[src/rtl/gray_position_tracker.sv]
`default_nettype none
// ============================================================================
// Module      : gray_position_tracker
// Description : Converts a stream of W-bit gray codes to binary. Each new code
//               is classified against the previous one as hold, +1 step,
//               -1 step or an illegal jump. The block keeps a signed running
//               position, the direction of the last step and a saturating
//               count of illegal jumps.
// Revision    : 1.0 - initial release
// ----------------------------------------------------------------------------
// Parameters
//   W   gray/binary code width (>= 2)
//   PW  position accumulator width (two's complement)
//   EW  error counter width
// Ports
//   clk      in   1   rising-edge clock
//   rst      in   1   synchronous active-high reset
//   g        in   W   gray code input
//   g_valid  in   1   g is sampled on an edge only when high
//   b        out  W   binary equivalent of the last decoded code
//   o_valid  out  1   pulse: b/step/dir/err/pos reflect a new sample
//   step     out  1   pulse: the sample was a legal +/-1 move
//   dir      out  1   direction of the last legal step (1 = up), held
//   err      out  1   pulse: illegal jump detected
//   pos      out  PW  signed accumulated position (wraps modulo 2^PW)
//   err_cnt  out  EW  count of illegal jumps, saturates at all-ones
// ============================================================================
module gray_position_tracker #(
  parameter int W  = 3,
  parameter int PW = 8,
  parameter int EW = 8
) (
  input  logic          clk,
  input  logic          rst,
  input  logic [W-1:0]  g,
  input  logic          g_valid,
  output logic [W-1:0]  b,
  output logic          o_valid,
  output logic          step,
  output logic          dir,
  output logic          err,
  output logic [PW-1:0] pos,
  output logic [EW-1:0] err_cnt
);

  typedef enum logic [1:0] {
    S_IDLE   = 2'd0,
    S_TRACK  = 2'd1,
    S_RESYNC = 2'd2
  } state_t;

  localparam logic [W-1:0]  C_D_UP   = W'(1);
  localparam logic [W-1:0]  C_D_DN   = '1;
  localparam logic [W-1:0]  C_D_HOLD = '0;
  localparam logic [EW-1:0] C_CNT_MAX = '1;

  // Stage 1: input register
  logic [W-1:0]  r_g;
  logic          r_v;

  // Stage 2 / output registers
  state_t        r_state;
  logic [W-1:0]  r_b;          // also serves as the reference for the next delta
  logic          r_o_valid;
  logic          r_step;
  logic          r_dir;
  logic          r_err;
  logic [PW-1:0] r_pos;
  logic [EW-1:0] r_err_cnt;

  // Next-state values
  state_t        w_state_nxt;
  logic [W-1:0]  w_b_nxt;
  logic          w_o_valid_nxt;
  logic          w_step_nxt;
  logic          w_dir_nxt;
  logic          w_err_nxt;
  logic [PW-1:0] w_pos_nxt;
  logic [EW-1:0] w_err_cnt_nxt;

  logic [W-1:0]  w_bn;
  logic [W-1:0]  w_d;

  // --------------------------------------------------------------------------
  // Stage 1: capture the gray code. A sample held here while rst is asserted
  // is dropped, so it never produces a pulse.
  // --------------------------------------------------------------------------
  always_ff @(posedge clk) begin
    if (rst) begin
      r_g <= '0;
      r_v <= 1'b0;
    end else begin
      r_v <= g_valid;
      if (g_valid) begin
        r_g <= g;
      end
    end
  end

  // --------------------------------------------------------------------------
  // Gray to binary: each binary bit is the XOR of the gray bits at and above
  // its position. Written as a reduction per bit so no bit depends on
  // another bit of the same vector.
  // --------------------------------------------------------------------------
  for (genvar gi = 0; gi < W; gi++) begin : g_decode
    assign w_bn[gi] = ^(r_g >> gi);
  end

  // Modulo-2^W difference against the previously decoded code
  assign w_d = w_bn - r_b;

  // --------------------------------------------------------------------------
  // State / output register
  // --------------------------------------------------------------------------
  always_ff @(posedge clk) begin
    if (rst) begin
      r_state   <= S_IDLE;
      r_b       <= '0;
      r_o_valid <= 1'b0;
      r_step    <= 1'b0;
      r_dir     <= 1'b0;
      r_err     <= 1'b0;
      r_pos     <= '0;
      r_err_cnt <= '0;
    end else begin
      r_state   <= w_state_nxt;
      r_b       <= w_b_nxt;
      r_o_valid <= w_o_valid_nxt;
      r_step    <= w_step_nxt;
      r_dir     <= w_dir_nxt;
      r_err     <= w_err_nxt;
      r_pos     <= w_pos_nxt;
      r_err_cnt <= w_err_cnt_nxt;
    end
  end

  // --------------------------------------------------------------------------
  // Next-state and output logic. Without a valid sample everything holds and
  // the pulse outputs fall.
  // --------------------------------------------------------------------------
  always_comb begin
    w_state_nxt   = r_state;
    w_b_nxt       = r_b;
    w_o_valid_nxt = 1'b0;
    w_step_nxt    = 1'b0;
    w_dir_nxt     = r_dir;
    w_err_nxt     = 1'b0;
    w_pos_nxt     = r_pos;
    w_err_cnt_nxt = r_err_cnt;

    if (r_v) begin
      // Every valid sample refreshes the reference, whatever its class
      w_o_valid_nxt = 1'b1;
      w_b_nxt       = w_bn;

      unique case (r_state)
        S_IDLE, S_RESYNC: begin
          // Reference is unknown or untrusted: load it without judging it
          w_state_nxt = S_TRACK;
        end

        S_TRACK: begin
          if (w_d == C_D_HOLD) begin
            w_state_nxt = S_TRACK;
          end else if (w_d == C_D_UP) begin
            w_step_nxt = 1'b1;
            w_dir_nxt  = 1'b1;
            w_pos_nxt  = r_pos + PW'(1);
          end else if (w_d == C_D_DN) begin
            w_step_nxt = 1'b1;
            w_dir_nxt  = 1'b0;
            w_pos_nxt  = r_pos - PW'(1);
          end else begin
            w_err_nxt   = 1'b1;
            w_state_nxt = S_RESYNC;
            if (r_err_cnt != C_CNT_MAX) begin
              w_err_cnt_nxt = r_err_cnt + EW'(1);
            end
          end
        end

        default: begin
          w_state_nxt = S_IDLE;
        end
      endcase
    end
  end

  assign b       = r_b;
  assign o_valid = r_o_valid;
  assign step    = r_step;
  assign dir     = r_dir;
  assign err     = r_err;
  assign pos     = r_pos;
  assign err_cnt = r_err_cnt;

endmodule
`default_nettype wire

[config.mk]
export PLATFORM = sky130hd
export DESIGN_NAME = gray_position_tracker
export DESIGN_NICKNAME = d
export VERILOG_FILES = /design/src/rtl/gray_position_tracker.sv
export SDC_FILE = /design/constraint.sdc
export NUM_CORES = 1
export LEC_CHECK = 0
export ABC_AREA = 1
export CORE_MARGIN = 2
export CORE_UTILIZATION = 52
export CTS_CLUSTER_DIAMETER = 120
export CTS_CLUSTER_SIZE = 24
export DETAILED_ROUTE_END_ITERATION = 7
export MAX_ROUTING_LAYER = met4
export PLACE_DENSITY_LB_ADDON = 0.1
export SYNTH_ARGS = -nofsm -noshare
export SYNTH_HDL_FRONTEND = slang
export SYNTH_SLANG_ARGS = --single-unit
export TNS_END_PERCENT = 20
[constraint.sdc]
create_clock -name clk -period 3.6 [get_ports clk]
set_input_delay 0.72 -clock clk [delete_from_list [all_inputs] [get_ports clk]]
set_output_delay 0.72 -clock clk [all_outputs]
set_load 0.05 [all_outputs]
---- After elaboration in Yosys (flattened, before gate mapping) ----
Index checks and enable logic that the tools add are counted.
storage, ports and cells
  word-level logic and storage cells ...... 50
  register bits ........................... 29
operators by class
  muxes and demuxes ....................... 12
  $add $sub $neg .......................... 4
  reductions and logical operators ........ 12
  bitwise logic cells ..................... 5
  equal/unequal tests ..................... 7
operators by type and width
  cell                                               count
  adder 8 x 1 -> 8 bit (second input constant)       2
  2-to-1 mux 8 bit                                   2
  parity 3 bit                                       3
  inequality test 8 bit (second input constant)      1
  subtractor 8 x 1 -> 8 bit (second input constant)  1
  2-to-1 mux 1 bit                                   6
  2-to-1 mux 2 bit                                   3
  inequality test 3 bit (second input constant)      2
  AND reduction 6 bit                                1
  NOT 1 bit                                          5
  OR reduction 5 bit                                 1
  one-hot mux 2 bit (2 select lines)                 1
  AND reduction 4 bit                                1
  OR reduction 4 bit                                 1
  == test 3 x 1 -> 1 bit (second input constant)     1
  == test 3 bit (second input constant)              1
  zero test 3 bit                                    1
  AND reduction 3 bit                                1
  subtractor 3 bit                                   1
  == test 2 x 1 -> 1 bit (second input constant)     1
  == test 2 bit (second input constant)              1
  zero test 2 bit                                    1
  nonzero test 2 bit                                 1
  OR reduction 2 bit                                 1

---- Logic depth before layout (Yosys ltp) ----
Gate-level depths: netlist (run 1).
  depth in word-level cells ............... 7
  gate-level depth with buffers ........... 21
  gate-level depth less buffers ........... 21

---- Least setup slack after synthesis (run 1) ----
OpenSTA, ideal clock, no wires.
  kind .................................... flip-flop to flip-flop
  from .................................... reg r_g[2]
  to ...................................... reg r_pos[7] (netlist: pos[7])
  path buffers ............................ 0
  arrival ................................. 3,049 ps
  cell stages (with the launch flop) ...... 21
  library setup time ...................... 109 ps
  clock period less this slack ............ 3,158 ps
  required time ........................... 3,491 ps
  slack ................................... 442 ps
  cells stage by stage .................... dfxtp_1 xor2_1 xor2_1 inv_1 ha_1 inv_1 fa_1 inv_1 nand2_1 inv_1 nand2_1 ha_1 or2_2 nand2_1 nor2_1 nor2_1 inv_1 nand2_1 nand3_1 nand2_1 inv_1
on the way
  longest elaborated chain between the ends .. 5
  elaborated cells on any way between the ends .. 11
  those cells by class .................... add/sub (1); eq/ne (2); mux (1); bitwise (1); reduce/logical (6)
ends and longest elaborated chain
  what                                                       line  RTL
  start, declared                                            58    logic [W-1:0] r_g;
  start signal, assigned                                     95    r_g <= g;
  parity 3 bit *                                             106   assign w_bn[gi] = ^(r_g >> gi);
  via w_bn[1]                                                81    logic [W-1:0] w_bn;
  subtractor 3 bit *                                         110   assign w_d = w_bn - r_b;
  == test 3 x 1 -> 1 bit (tied with other cells)             165   end else if (w_d == C_D_UP) begin
  nonzero test 2 bit (no line) or NOT 1 bit (tied branches)  -
  AND reduction 4 bit (no line)                              -
  end signal, assigned                                       132   r_pos <= w_pos_nxt;
  end, declared                                              68    logic [PW-1:0] r_pos;
The timed path passes the listed nets; every way through them passes the cells marked *.
A chain may end at the register's enable or synchronous reset.

---- Final worst setup path (run 1) ----
Same ends and word-level chain as after synthesis.

==> impl_metrics.toml, run 1 <==
[route]
ant_nets = 0
drt_wl_total_microns = 3500
drt_iter0_drc = 117
drtPass1Iterations = 4
via_per_inst = 5.13
vias = 1570
drcViolationCount = 0
wire_per_inst_microns = 11.4

[critical_path]
criticalPathCategory = "register to register"
crit_start = "r_g[2]"
setup.worst_path.end_class = "register"
critPathSlowestCell = "fa_1"
cp.required_ns = 3.85
path_common_cell = "inv_1"
worstPathCellList = "xor2_2 -> xor2_1 -> inv_1 -> ha_1 -> inv_1 -> fa_1 -> inv_1 -> nand2_1 -> inv_1 -> nand2_2 -> ha_1 -> or2_2 -> nand2_1 -> nor2_1 -> nor2_1 -> inv_1 -> nand2_1 -> nand3_1 -> nand2_1 -> inv_1"
arrival_ns = 3.49
cp_max_fo = 8
cpPeakStageDelay_ns = 0.44
rr_startpoint = "r_g[2]"
cp-start-kind = "register"

[final_layout]
fillers = 307
layout-drive-gt1-share_pct = 9.54
final_core_util_pct = 66.9
final_cell_mix = "nand2_1, dfxtp_1, clkdlybuf4s50_1, inv_1"
instances_no_fill = 306
nNetsFinal = 277
antenna_cells = 0
syn2layout_area_growth_pct = 22.2
layout_commonest_cell = "nand2_1"
fin_area_sq_um = 2060

[yosys]
synthMuxAreaShare_pct = 0
post-synth-top-area-cell = "dfxtp_1"
synth_fp_nets = 245
syn_area_sq_um = 1690
postSynthAreaPerCell_sq_um = 7.36
synth_edf_count = 0
synthSimpleGateAreaFrac_pct = 31.6
synthFlopType = "dfxtp_1"
ys_warn_count = 0
netlist.area_leader.share_pct = 34.4
synth.distinct_cells = 26
synth-seq-cells = 29
synth_compound_area_share_pct = 11.1
ys_top_cells_by_area = "dfxtp_1, nand2_1, a21oi_1"
yosysSeqAreaShare_pct = 34.4
syn_inst = 229
synthArstFlopShare_pct = 0
yosys.area_share.adder_pct = 8.31
synth_xor_area_share_pct = 6.24
synth_top_family_by_area = "simple AND/OR/NAND/NOR gates"

[global_routing]
track_usage_pct = 21.7
antenna_found_initial = 0
grt_max_degree = 21
grt_pass1_vias = 1424
grt_first_pass_wirelength_microns = 5930
overflow = 0

[hold_path]
hold_path_class = "register to register"
min-delay-start = "dir"

[power_and_ir_drop]
seq_power_share_pct = 44.0
netSwitchingFraction_pct = 37.1
p_sw_mw = 0.288
clockPowerShare_pct = 25.4
p_int_mw = 0.487
comb_power_share_pct = 30.5
power.density_nw_per_um2 = 376
leakage_nw = 0.887
max-vdd-ir-drop_uv = 269
p_total_mw = 0.775

[place]
dp_cells = 298
pre_cts_ws_ns = 0.180
dpl_cell_area_sq_um = 2000
gp_congestion = 0.888
portBuffers = 28
dp_hpwl_microns = 2510

[run_status]
status = "finished, final reports clean"

[cts]
numCtsBuffers = 5
clk_latency_ns = 0.34
clock_path_buffers = 2
cts_hold_repair.buffers = 0
htree_levels = 2
cts_tree = "built"
cts_root_buf = "clkbuf_4"
cts_sinks = 29
cts.clk_slew.worst_paths_ns = 0.11

[timing]
setup_violations = 0
slew_viol_final = 0
fin_skew_ns = 0.0164
timing.hold.ws_ns = 0.489
final-hold-violation-count = 0
fmax_mhz = 309
period_minus_slack_ns = 3.24
finalCritPeriodShare_pct = 90.0
tns_ns = 0
worst_pin_slew_ns = 0.498
timing.final.ws_setup_ns = 0.360
max_slew_margin_pct = 66.7
rsz0062_at_grt = "false"

[floorplanning]
die_w_microns = 60.9
ios = 29
num_rows = 20
start_util_pct = 54.8
die_h_microns = 60.9
die_area_sq_um = 3710
core_region_area_sq_um = 3080

[run]
cap_viol_max_count = 0
==> cell families after synthesis <==
| group | after synthesis |
|---|---|
| AND/OR/NAND/NOR | 110 |
| adder cells (fa/ha/maj) | 10 |
| XOR/XNOR | 12 |
| AO/OA/AOI/OAI | 36 |
| flip-flops | 29 |
| buffers and inverters | 32 |
==> worst paths after layout <==
check | to | slack (ns) | depth (start not counted)
setup / recovery | pos[7] | 0.36 | 20
hold / removal | dir | 0.49 | 2
setup reg to reg | pos[7] | 0.36 | 20
hold reg to reg | dir | 0.49 | 2
==> sequential cells by signal, summed over array words and instances, names as in the netlist <==
register / cells
dir: 1
r_g: 3
err: 1
err_cnt: 8
b: 3
pos: 8
step: 1
r_v: 1
o_valid: 1
r_state: 2
==> layout make-up <==
class / count / area (sq um) / area share (%)
Clock inverter: 2 / 10.0 / 0.486
Tap cell: 44 / 55.1 / 2.67
Inverter: 28 / 110 / 5.35
Timing Repair Buffer: 29 / 288 / 14.0
Clock buffer: 6 / 41.3 / 2.00
Multi-Input combinational cell: 168 / 975 / 47.3
Sequential cell: 29 / 581 / 28.2
==> synthesized netlist by cell type (3+ instances only) <==
master	count
a21oi_1	22
nand2_1	52
nand2_2	3
inv_1	25
nand3_1	11
xor2_1	10
ha_1	8
dfxtp_1	29
nor2_1	22
nand4_1	12
o21ai_0	10
nand3_2	4
==> power by group through the flow <==
| stage | combinational (mW) | sequential (mW) | clock (mW) |
|---|---|---|---|
| detailed placement | 0.234 | 0.348 | 0 |
| global route | 0.265 | 0.343 | 0.213 |
| floorplan | 0.171 | 0.368 | 0 |
| finish | 0.237 | 0.341 | 0.197 |
| global placement | 0.231 | 0.348 | 0 |
| CTS | 0.236 | 0.341 | 0.199 |
==> per-layer routing <==
| metal | vias up | share of wire [%] | global-route usage [%] |
|---|---|---|---|
| met5 | - | 0 | - |
| met3 | 3 | 4.6 | 3.84 |
| met2 | 35 | 47 | 35.0 |
| met1 | 716 | 48 | 27.7 |
| li1 | 816 | - | - |
| met4 | 0 | 0.63 | 6.52 |
==> critical path, delay by kind of cell, from the launching register on <==
kind | cells | cell delay, ns
fa+ha+maj | 3 | 0.97
simple gates | 9 | 0.98
buf+inv | 6 | 0.41
xor+xnor | 2 | 0.39
flops | 1 | 0.43
==> what timing repair did <==
action                     in CTS  in global routing
setup endpoints to repair       0                  4
buffers inserted                0                  0
resized for setup               0                  2
(Power assumes the default switching activity.)
==> inputs of run 2 (changes only) <==
--- a/config.mk
+++ b/config.mk
@@ -5,14 +5,14 @@
 export SDC_FILE = /design/constraint.sdc
 export NUM_CORES = 1
 export LEC_CHECK = 0
-export ABC_AREA = 1
+export ABC_AREA = 0
 export CORE_MARGIN = 2
-export CORE_UTILIZATION = 52
+export CORE_UTILIZATION = 51
 export CTS_CLUSTER_DIAMETER = 120
 export CTS_CLUSTER_SIZE = 24
 export DETAILED_ROUTE_END_ITERATION = 7
 export MAX_ROUTING_LAYER = met4
-export PLACE_DENSITY_LB_ADDON = 0.1
+export PLACE_DENSITY = 0.77
 export SYNTH_ARGS = -nofsm -noshare
 export SYNTH_HDL_FRONTEND = slang
 export SYNTH_SLANG_ARGS = --single-unit
==> impl_metrics.toml, run 2 <==
[run_status]
status = "finished, final reports clean"

[timing]
rsz0062_at_grt = "false"
fmax_mhz = 296
timing.final.ws_setup_ns = 0.224
setup_violations = 0
period_minus_slack_ns = 3.38
tns_ns = 0
final-hold-violation-count = 0
slew_viol_final = 0
finalCritPeriodShare_pct = 93.8
worst_pin_slew_ns = 0.560
max_slew_margin_pct = 62.5
timing.hold.ws_ns = 0.493
fin_skew_ns = 0.00535

[global_routing]
grt_first_pass_wirelength_microns = 5240
track_usage_pct = 20.9
grt_pass1_vias = 1218
overflow = 0
antenna_found_initial = 0
grt_max_degree = 17

[critical_path]
cpPeakStageDelay_ns = 0.40
cp.depth = 13
cp-start-kind = "register"
criticalPathCategory = "register to register"
critPathSlowestCell = "or3_4"
path_delay_family = "compound AO/OA/AOI/OAI gates"
cp_max_fo = 7
critPathBufInv = 1
reg2reg_depth = 13
worstPathCellList = "xor2_2 -> xnor2_2 -> ha_1 -> inv_1 -> fa_1 -> xnor3_2 -> or3_4 -> fa_1 -> a211o_1 -> a2111oi_2 -> a41oi_1 -> a21o_1 -> a21oi_1"
cp.required_ns = 3.87
arrival_ns = 3.64
path_common_cell = "fa_1"
setup.worst_path.end_class = "register"

[yosys]
post-synth-top-area-cell = "dfxtp_1"
synth-seq-cells = 29
synthMuxAreaShare_pct = 8.37
synth_top_family_by_area = "simple AND/OR/NAND/NOR gates"
yosys.area_share.adder_pct = 9.37
yosysMostFrequentCell = "dfxtp_1"
postSynthAreaPerCell_sq_um = 9.23
synthSimpleGateAreaFrac_pct = 19.9
synth.distinct_cells = 38
synthArstFlopShare_pct = 0
synth_fp_nets = 178
ys_top_cells_by_area = "dfxtp_1, ha_1, mux2i_1"
synth_compound_area_share_pct = 11.1
synth_xor_area_share_pct = 9.79
syn_area_sq_um = 1500
syn_inst = 162
yosysSeqAreaShare_pct = 38.8
ys_warn_count = 0
synth_edf_count = 0
synthFlopType = "dfxtp_1"
netlist.area_leader.share_pct = 38.8
synthTopCellsByCount = "dfxtp_1, nor2_1, mux2i_1, xnor2_1, a21oi_1"

[run]
cap_viol_max_count = 0

[route]
drcViolationCount = 0
drt_wl_total_microns = 3260
wire_per_inst_microns = 14.1
ant_nets = 0
drtPass1Iterations = 4
via_per_inst = 5.61
drt_iter0_drc = 36
vias = 1296

[floorplanning]
die_h_microns = 58.1
core_region_area_sq_um = 2780
die_area_sq_um = 3380
ios = 29
start_util_pct = 53.8
num_rows = 19
die_w_microns = 58.1

[cts]
htree_levels = 2
clock_path_buffers = 2
cts.clk_slew.worst_paths_ns = 0.09
numCtsBuffers = 5
cts_tree = "built"
cts_root_buf = "clkbuf_4"
clk_latency_ns = 0.33
cts_sinks = 29

[place]
dpl_cell_area_sq_um = 1850
portBuffers = 28
gp_congestion = 0.854
dp_cells = 222
pre_cts_ws_ns = 0.00901
dp_hpwl_microns = 2350

[power_and_ir_drop]
p_total_mw = 0.822
leakage_nw = 0.780
max-vdd-ir-drop_uv = 406
power.density_nw_per_um2 = 418

[hold_path]
hold_depth = 2
hold_path_class = "register to register"

[final_layout]
nNetsFinal = 215
antenna_cells = 0
syn2layout_area_growth_pct = 31.5
instances_no_fill = 231
layout_commonest_cell = "clkdlybuf4s50_1"
fin_area_sq_um = 1970
final_cell_mix = "clkdlybuf4s50_1, dfxtp_1, nor2_1, mux2i_1, xnor2_1"
final_core_util_pct = 70.7
layout-drive-gt1-share_pct = 12.5
[run 2: cell count changes in the layout (fill, tap and decap cells not counted), sizes merged, moves of 8 or more]
cell | before | now
inv | 28 | 6
nand2 | 56 | 8
xnor2 | 2 | 10
o21ai | 12 | 1
nand4 | 12 | 2
nand3 | 17 | 6
a21oi | 23 | 9
mux2i | 0 | 11
[run 2: cells by family after synthesis]
kind of cell             Yosys count
AO/OA/AOI/OAI                     25
XOR/XNOR                          15
adder cells (fa/ha/maj)           10
buffers and inverters             10
flip-flops                        29
multiplexers                      12
AND/OR/NAND/NOR                   61
[run 2: worst paths after layout]
check,startpoint,slack (ns),endpoint
hold / removal,r_state[1],0.49,r_state[1]
setup reg to reg,r_g[1],0.22,pos[6]
hold reg to reg,r_state[1],0.49,r_state[1]
setup / recovery,r_g[1],0.22,pos[6]
[run 2: layer usage]
| layer | share of wire, % | track usage [%] | wire (microns) | up-vias |
|---|---|---|---|---|
| met1 | 45 | 23.7 | 1450 | 624 |
| met4 | 1.4 | 6.98 | 46 | 0 |
| met5 | 0 | - | 0 | - |
| li1 | - | - | - | 642 |
| met2 | 50 | 35.2 | 1620 | 24 |
| met3 | 4.2 | 6.03 | 137 | 6 |
[run 2: final cells by class]
type | instances | area (sq um)
Timing Repair Buffer | 34 | 325
Clock inverter | 1 | 30.0
Inverter | 6 | 22.5
Fill cell | 231 | 816
Tap cell | 31 | 38.8
Clock buffer | 7 | 55.1
Multi-Input combinational cell | 123 | 911
Sequential cell | 29 | 583
[run 2: what timing repair did]
item / CTS / global route
hold buffers: 0 / 0
gates resized for setup: 0 / 8
setup endpoints to repair: 1 / 2
buffers inserted: 1 / 0
gates cloned: 0 / 0
pin swaps: 1 / 2
[run 2: where the power goes]
group / internal [mW] / switching, mW
Combinational: 0.0878 / 0.115
Sequential: 0.330 / 0.00891
Clock: 0.166 / 0.114
Total: 0.583 / 0.239
[run 2: worst min-delay path: stages, from the launching register on]
cell and delay, ns:
dfxtp_1 0.32, nand2b_1 0.07, a21oi_1 0.06
==> inputs of run 3 (changes only) <==
--- a/config.mk
+++ b/config.mk
@@ -6,14 +6,15 @@
 export NUM_CORES = 1
 export LEC_CHECK = 0
 export ABC_AREA = 0
+export ABC_CLOCK_PERIOD_IN_PS = 2900
 export CORE_MARGIN = 2
-export CORE_UTILIZATION = 51
+export CORE_UTILIZATION = 46
 export CTS_CLUSTER_DIAMETER = 120
 export CTS_CLUSTER_SIZE = 24
 export DETAILED_ROUTE_END_ITERATION = 7
 export MAX_ROUTING_LAYER = met4
-export PLACE_DENSITY = 0.77
+export PLACE_DENSITY = 0.73
 export SYNTH_ARGS = -nofsm -noshare
 export SYNTH_HDL_FRONTEND = slang
 export SYNTH_SLANG_ARGS = --single-unit
-export TNS_END_PERCENT = 20
+export TNS_END_PERCENT = 10
==> constraint.sdc (replaced) <==
create_clock -name clk -period 2.9 [get_ports clk]
set_input_delay 0.58 -clock clk [delete_from_list [all_inputs] [get_ports clk]]
set_output_delay 0.58 -clock clk [all_outputs]
set_load 0.05 [all_outputs]
==> impl_metrics.toml, run 3 (synthesis results as in run 2) <==
[critical_path]
criticalPathCategory = "register to register"
critPathSlowestCell = "or3_4"
cp.required_ns = 3.13
path_delay_family = "adder cells"
worstPathCellList = "xor2_4 -> xnor2_2 -> ha_2 -> inv_2 -> fa_2 -> xnor3_2 -> or3_4 -> buf_6 -> ha_4 -> a21o_1 -> nand3_1 -> and3b_1 -> mux2i_1 -> mux2_1"
cp-start-kind = "register"
crit_start = "r_g[2]"
arrival_ns = 3.70
setup.worst_path.end_class = "register"
critPathBufInv = 2
cpPeakStageDelay_ns = 0.46
cp_max_fo = 7
rr_startpoint = "r_g[2]"

[route]
drtPass1Iterations = 4
drcViolationCount = 0
vias = 1328
ant_nets = 0
via_per_inst = 5.13
drt_wl_total_microns = 3320
drt_iter0_drc = 27
wire_per_inst_microns = 12.8

[floorplanning]
die_h_microns = 61.0
core_region_area_sq_um = 3080
start_util_pct = 48.6
num_rows = 20
ios = 29
die_area_sq_um = 3720
die_w_microns = 61.0

[final_layout]
fillers = 247
antenna_cells = 0
nNetsFinal = 230
layout-drive-gt1-share_pct = 22.3
final_cell_mix = "clkdlybuf4s50_1, dfxtp_1, nor2_1, buf_4, mux2i_1"
fin_area_sq_um = 2150
syn2layout_area_growth_pct = 43.9
layout_commonest_cell = "clkdlybuf4s50_1"

[global_routing]
grt_pass1_vias = 1240
track_usage_pct = 20.8
overflow = 0
antenna_found_initial = 0
grt_first_pass_wirelength_microns = 5410
grt_max_degree = 17

[power_and_ir_drop]
leakage_nw = 0.848
max-vdd-ir-drop_uv = 313
power.density_nw_per_um2 = 462

[timing]
worst_pin_slew_ns = 0.552
max_slew_margin_pct = 63.1
slew_viol_final = 0
fmax_mhz = 288
period_minus_slack_ns = 3.47
timing.hold.ws_ns = 0.488
fin_skew_ns = 0.00666
timing.final.ws_setup_ns = -0.572
finalCritPeriodShare_pct = 120
final-hold-violation-count = 0
setup_violations = 6
rsz0062_at_grt = "true"

[run]
cap_viol_max_count = 0

[cts]
htree_levels = 2
cts_tree = "built"
numCtsBuffers = 5
cts_root_buf = "clkbuf_4"
clk_latency_ns = 0.34
cts.clk_slew.worst_paths_ns = 0.10
cts_sinks = 29
clock_path_buffers = 2

[place]
gp_congestion = 0.847
dpl_cell_area_sq_um = 1970
dp_hpwl_microns = 2420
portBuffers = 28

[run_status]
status = "complete, but fails checks"
violations = "negative setup slack"

[hold_path]
min-delay-start = "dir"
hold_path_class = "register to register"
## run 3: changes by cell type in the layout (fill, tap and decap cells not counted), sizes merged
cell / delta
buf: +15
bufinv: -1
clkinvlp: +1
clkbuf: -2
clkinv: +2
## run 3: area by class of cell
type / count / area, sq um / area share (%)
repair buffers: 49 / 442 / 20.5
well taps: 44 / 55.1 / 2.56
inverters: 6 / 22.5 / 1.05
clock buffers: 5 / 37.5 / 1.74
multi-input cells: 123 / 990 / 46.0
flip-flops and latches: 29 / 588 / 27.3
clock inverters: 3 / 17.5 / 0.814
## run 3: timing repair
action                     in CTS  in global routing
pin swaps                       4                  4
resized for setup               4                 12
setup endpoints to repair       6                  6
setup buffers                   3                  2
hold buffers                    0                  0
## run 3: worst paths after layout
| path | to | slack [ns] | depth (start not counted) |
|---|---|---|---|
| setup / recovery | pos[7] | -0.57 | 14 |
| setup reg to reg | pos[7] | -0.57 | 14 |
| hold / removal | dir | 0.49 | 2 |
| hold reg to reg | dir | 0.49 | 2 |
## run 3: stage by stage
stage	util, %	power, mW	worst slack, ns	instances	TNS (ns)
2_1_floorplan	-	0.614	-0.498	162	-1.44
3_3_place_gp	64.0	0.694	-0.449	246	-1.38
3_5_place_dp	64.0	0.705	-0.594	246	-2.06
4_1_cts	67.3	0.960	-0.546	257	-1.74
5_1_grt	69.9	1.03	-0.712	259	-2.59
6_report	69.9	0.994	-0.572	259	-1.86
## run 3: worst register-to-register path, delay by kind of cell, from the launching register on
kind	cells	cell delay, ns
DFF	1	0.37
AOI/OAI and AO/OA	1	0.18
and+or+nand+nor	3	0.72
muxes	2	0.54
buffers and inverters	2	0.19
adders and majority gates	3	0.74
xor gates and xnor gates	3	0.61
## run 3: power breakdown
part           switching [mW]  leakage, nW  internal [mW]
Combinational           0.166        0.580          0.164
Clock                   0.152       0.0310         0.0911
Sequential             0.0117        0.237          0.408
Total                   0.330        0.848          0.664
## run 3: layer usage
layer | GRT usage [%] | part of all wire (%)
met5 | - | 0
met1 | 23.4 | 45
met4 | 8.39 | 1.6
met2 | 34.3 | 50
met3 | 6.51 | 4.0
==> RTL edit 1: new RTL, flow settings as in run 2 <==
Re-encode `state_t` (3 states) as one-hot, 3 bits wide.
--- a/src/rtl/gray_position_tracker.sv
+++ b/src/rtl/gray_position_tracker.sv
@@ -43,10 +43,10 @@
   output logic [EW-1:0] err_cnt
 );
 
-  typedef enum logic [1:0] {
-    S_IDLE   = 2'd0,
-    S_TRACK  = 2'd1,
-    S_RESYNC = 2'd2
+  typedef enum logic [2:0] {
+    S_IDLE   = 3'b001,
+    S_TRACK  = 3'b010,
+    S_RESYNC = 3'b100
   } state_t;
 
   localparam logic [W-1:0]  C_D_UP   = W'(1);
Formal check against the unedited RTL: no difference found for any inputs over 10 cycles, from zero or initial values and one cycle with rst high; not proved beyond that.
==> RTL edit 1 against run 2 <==
  * Critical endpoint is now pos[7]
  * Global-route usage up 0.56 points
  * Critical path type unchanged
  * Routed wire length up 5.0%
  * Combinational power down 14%
  * Area after synthesis up 6.5%
  * Sequential share of layout area down 0.21 points
  * Design area up 3.8%
  * Sequential cell count up 1
  * Total power down 3.0%
  * Via count up 4.5%
  * Largest power group unchanged
  * First-iteration DRC count up 39%
  * Setup slack worse by 23 ps
==> RTL edit 1: results (changes against run 2) <==
Run status
  • Status: completed

Drt
  • Met3 routed wirelength: 129 um (-5.8%)
  • Met1 WL: 1470 um (+1.7%)
  • Vias after detailed routing: 1354 (+4.5%)
  • Drt total wl: 3420 um (+5.0%)

Global routing
  • M3 GR Usage: 0.0541 (-0.00616)
  • GRT met1 Usage: 0.240 (+0.00284)
  • Total track usage: 0.215 (+0.00565)
  • M2 GR Usage: 0.363 (+0.0111)
  • First-pass GRT wire length: 5580 um (+6.6%)

Final layout
  • Layout Cells excl Fill: 240 (+3.9%)
  • Share of cells above drive strength 1: 0.106 (-0.0187)
  • Nets@finish: 223 (+3.7%)

Power and ir drop
  • Lkg Pwr: 0.000845 uW (+8.3%)

Yosys
  • Cells after Synth: 170 (+4.9%)
  • Top post-synthesis cells by area: dfxtp_1 38%, mux2i_1 6.9%, ha_1 6.3%
  • Register area share after synthesis: 0.377 (-0.0112)

STA
  • Tightest Pin Transition: 771 ps (+211 ps)
  • Final clock skew: 8.46 ps (+3.11 ps)

Placement
  • Placement-stage cell area: 1920 um2 (+3.9%)
  • Placed insts: 229 (+3.2%)
  • Final RePlAce weighted congestion: 0.834 (-2.3%)

Worst setup path
  • Crit path largest cell delay: 440 ps (+40 ps)
  • Worst-path maximum fanout: 5 (-2)
  • CP top delay family: adder cells
  • Critical Path AT: 3610 ps (-30 ps)
## RTL edit 1: worst register-to-register path: cells and delay by family, from the launching register on
family / cells / cell delay (ps)
adder cells (fa/ha/maj): 3 / 970
AO/OA/AOI/OAI: 2 / 400
XOR/XNOR: 3 / 490
AND/OR/NAND/NOR: 2 / 430
flip-flops: 1 / 440
multiplexers: 2 / 560
## RTL edit 1: what timing repair did
action | 4_1_cts | 5_1_grt
hold buffers | 0 | 0
resized for setup | 0 | 1
endpoints found under the setup margin | 0 | 2
setup buffers | 0 | 4
## RTL edit 1: metrics by stage
stage               setup WS [ps]  TNS [ps]
finish                        201         0
global route                -17.3     -17.3
CTS                          11.8         0
detailed placement           20.5         0
global placement              189         0
floorplan                     139         0
## RTL edit 1: final cells by class
cell class	count	area (um2)
clock buffer	6	51.3
clock inverter	1	30.0
multi-input combinational	132	968
sequential	30	601
inverter	2	7.51
tap	33	41.3
fill	262	963
timing repair buffer	36	340
## RTL edit 1: kinds of logic (layout without fill, tap and decap cells)
group                    count (synthesis)  after routing  synth area share
multiplexers                            13             13            0.0903
AND/OR/NAND/NOR                         68             68             0.229
AO/OA/AOI/OAI                           25             25            0.0990
adder cells (fa/ha/maj)                 10             10            0.0880
flip-flops                              30             30             0.377
XOR/XNOR                                16             16            0.0974
buffers and inverters                    8             45            0.0196
## RTL edit 1: where the power goes
part | leakage [uW] | switching (uW) | internal (uW) | total [uW]
registers | 0.000243 | 9.27 | 339 | 348
logic | 0.000558 | 95.4 | 79.5 | 175
clock network | 0.0000443 | 113 | 162 | 275
## RTL edit 1: final timing paths
path / from / slack (ps) / to / cells after the start
setup / recovery: r_g[2] / 200 / pos[7] / 12
hold / removal: pos[6] / 500 / pos[6] / 2
hold reg to reg: pos[6] / 500 / pos[6] / 2
setup reg to reg: r_g[2] / 200 / pos[7] / 12
==> RTL edit 2: new RTL, settings of run 2 <==
Without the edit above. `EW`: 8 -> 10.
--- a/src/rtl/gray_position_tracker.sv
+++ b/src/rtl/gray_position_tracker.sv
@@ -28,7 +28,7 @@
 module gray_position_tracker #(
   parameter int W  = 3,
   parameter int PW = 8,
-  parameter int EW = 8
+  parameter int EW = 10
 ) (
   input  logic          clk,
   input  logic          rst,
Interface: changed (resized err_cnt); port bits go from 29 to 31. The function was not compared with the original's and may differ.
==> RTL edit 2 against run 2 <==
  * Sequential cell count is 2 higher
  * Design area is 14% higher
  * Setup slack worse by 160 ps
  * Area after synthesis is 9.5% higher
  * Critical endpoint is now pos[7]
  * Critical path depth stayed put
  * Routed wire length is 17% higher
  * Total power is 9.0% higher
  * Die area is 8.8% higher
==> RTL edit 2: results (changes against run 2) <==
STA
  • Minimum clock period: 3530 ps (+155 ps)
  • Final clock skew: 7.25 ps (+1.91 ps)
  • Tightest hold margin: 499 ps (+5.91 ps)
  • Tightest Pin Transition: 629 ps (+69.0 ps)

Final layout
  • Fill cells: 231 (unchanged)
  • Max FFs per register: 10
  • Share of cells above drive strength 1: 0.157 (+0.0320)
  • Nets@finish: 238 (+11%)

Clock network
  • Inserted Clock Buffers: 5 (unchanged)
  • Later-pin clock latency in the skew report: 330 ps (about the same)
  • CTS clk-pin slew, worst paths: 110 ps (+20 ps)

Placement
  • Place WS: -65.6 ps (-74.6 ps)
  • Post-DP HPWL: 2500 um (+6.3%)
  • Placed insts: 254 (+14%)
  • Final RePlAce weighted congestion: 0.828 (-3.0%)
  • Port bufs: 30 (+7.1%)
  • Placement-stage cell area: 2000 um2 (+8.4%)

Global routing
  • M3 GR Usage: 0.0725 (+0.0122)
  • M2 GR Usage: 0.369 (+0.0164)
  • Vias in the first global route: 1360 (+12%)
  • Total track usage: 0.229 (+0.0200)
  • GRT met1 Usage: 0.273 (+0.0353)
  • First-pass GRT wire length: 6000 um (+14%)
  • Pin count of the biggest net entering global routing: 18 (+1)

Worst setup path
  • Flop2flop setup slack: 70 ps (-160 ps)
  • CP top delay family: adder cells
  • Crit path largest cell delay: 500 ps (+100 ps)
  • Critical Path AT: 3760 ps (+120 ps)

Power and ir drop
  • Lkg Pwr: 0.000873 uW (+12%)
  • Peak supply drop: 0.273 mV (-33%)
  • Psw: 267 uW (+12%)

Drt
  • Drt total wl: 3810 um (+17%)
  • Drt initial violations: 92 (+160%)
  • Vias per cell: 5.30 (-5.6%)
  • Routed len/inst: 14.3 um (+1.2%)

Yosys
  • Register area share after synthesis: 0.379 (-0.00908)
  • Ys Warns: 0 (unchanged)
  • Top post-synthesis cells by area: dfxtp_1 38%, xor2_1 7.0%, mux2i_1 6.7%
  • Syn Nets: 197 (+11%)
  • Commonest cells post-synth: 31 x dfxtp_1, 28 x nor2_1, 13 x xor2_1, 11 x mux2i_1, 10 x nand3_1
  • Syn avg cell area: 9.04 um2 (-2.0%)

Run status
  • Status: completed
[RTL edit 2: layout make-up]
type | instances | area (um2) | share of cell area
inverters | 4 | 15.0 | 0.00671
clock buffers | 6 | 51.3 | 0.0229
well taps | 44 | 55.1 | 0.0246
repair buffers | 40 | 375 | 0.168
multi-input cells | 140 | 1080 | 0.483
clock inverters | 2 | 35.0 | 0.0157
flip-flops and latches | 31 | 626 | 0.280
[RTL edit 2: power by group through the flow]
stage / sequential, uW / combinational [uW] / clock (uW)
3_3_place_gp: 368 / 178 / 0
2_1_floorplan: 384 / 127 / 0
5_1_grt: 364 / 259 / 318
6_report: 362 / 239 / 294
3_5_place_dp: 368 / 186 / 0
4_1_cts: 361 / 190 / 299
[RTL edit 2: metrics by stage]
stage                util  power, uW  TNS [ps]
finish              0.733        896         0
global route        0.733        940     -70.6
CTS                 0.686        851         0
detailed placement  0.656        554     -65.6
global placement    0.656        546         0
floorplan               -        511         0
[RTL edit 2: final timing paths]
path          start     end
min reg2reg     dir     dir
min             dir     dir
max reg2reg  r_g[2]  pos[7]
max          r_g[2]  pos[7]
[RTL edit 2: cells by family after synthesis]
logic type	synth area share
AOI/OAI and AO/OA	0.0772
xor gates and xnor gates	0.100
adders and majority gates	0.0856
buffers and inverters	0.0298
DFF	0.379
muxes	0.0810
and+or+nand+nor	0.247
[RTL edit 2: routing by layer]
| layer | routed length (um) | vias to the layer above |
|---|---|---|
| met3 | 128 | 6 |
| met5 | 0 | - |
| met1 | 1720 | 662 |
| li1 | - | 706 |
| met4 | 45 | 0 |
| met2 | 1910 | 40 |
[RTL edit 2: repair_timing]
item	CTS	global route
resized for setup	1	18
pin swaps	0	4
endpoints found under the setup margin	1	1
endpoints found under the hold margin	0	0
buffers inserted	0	5
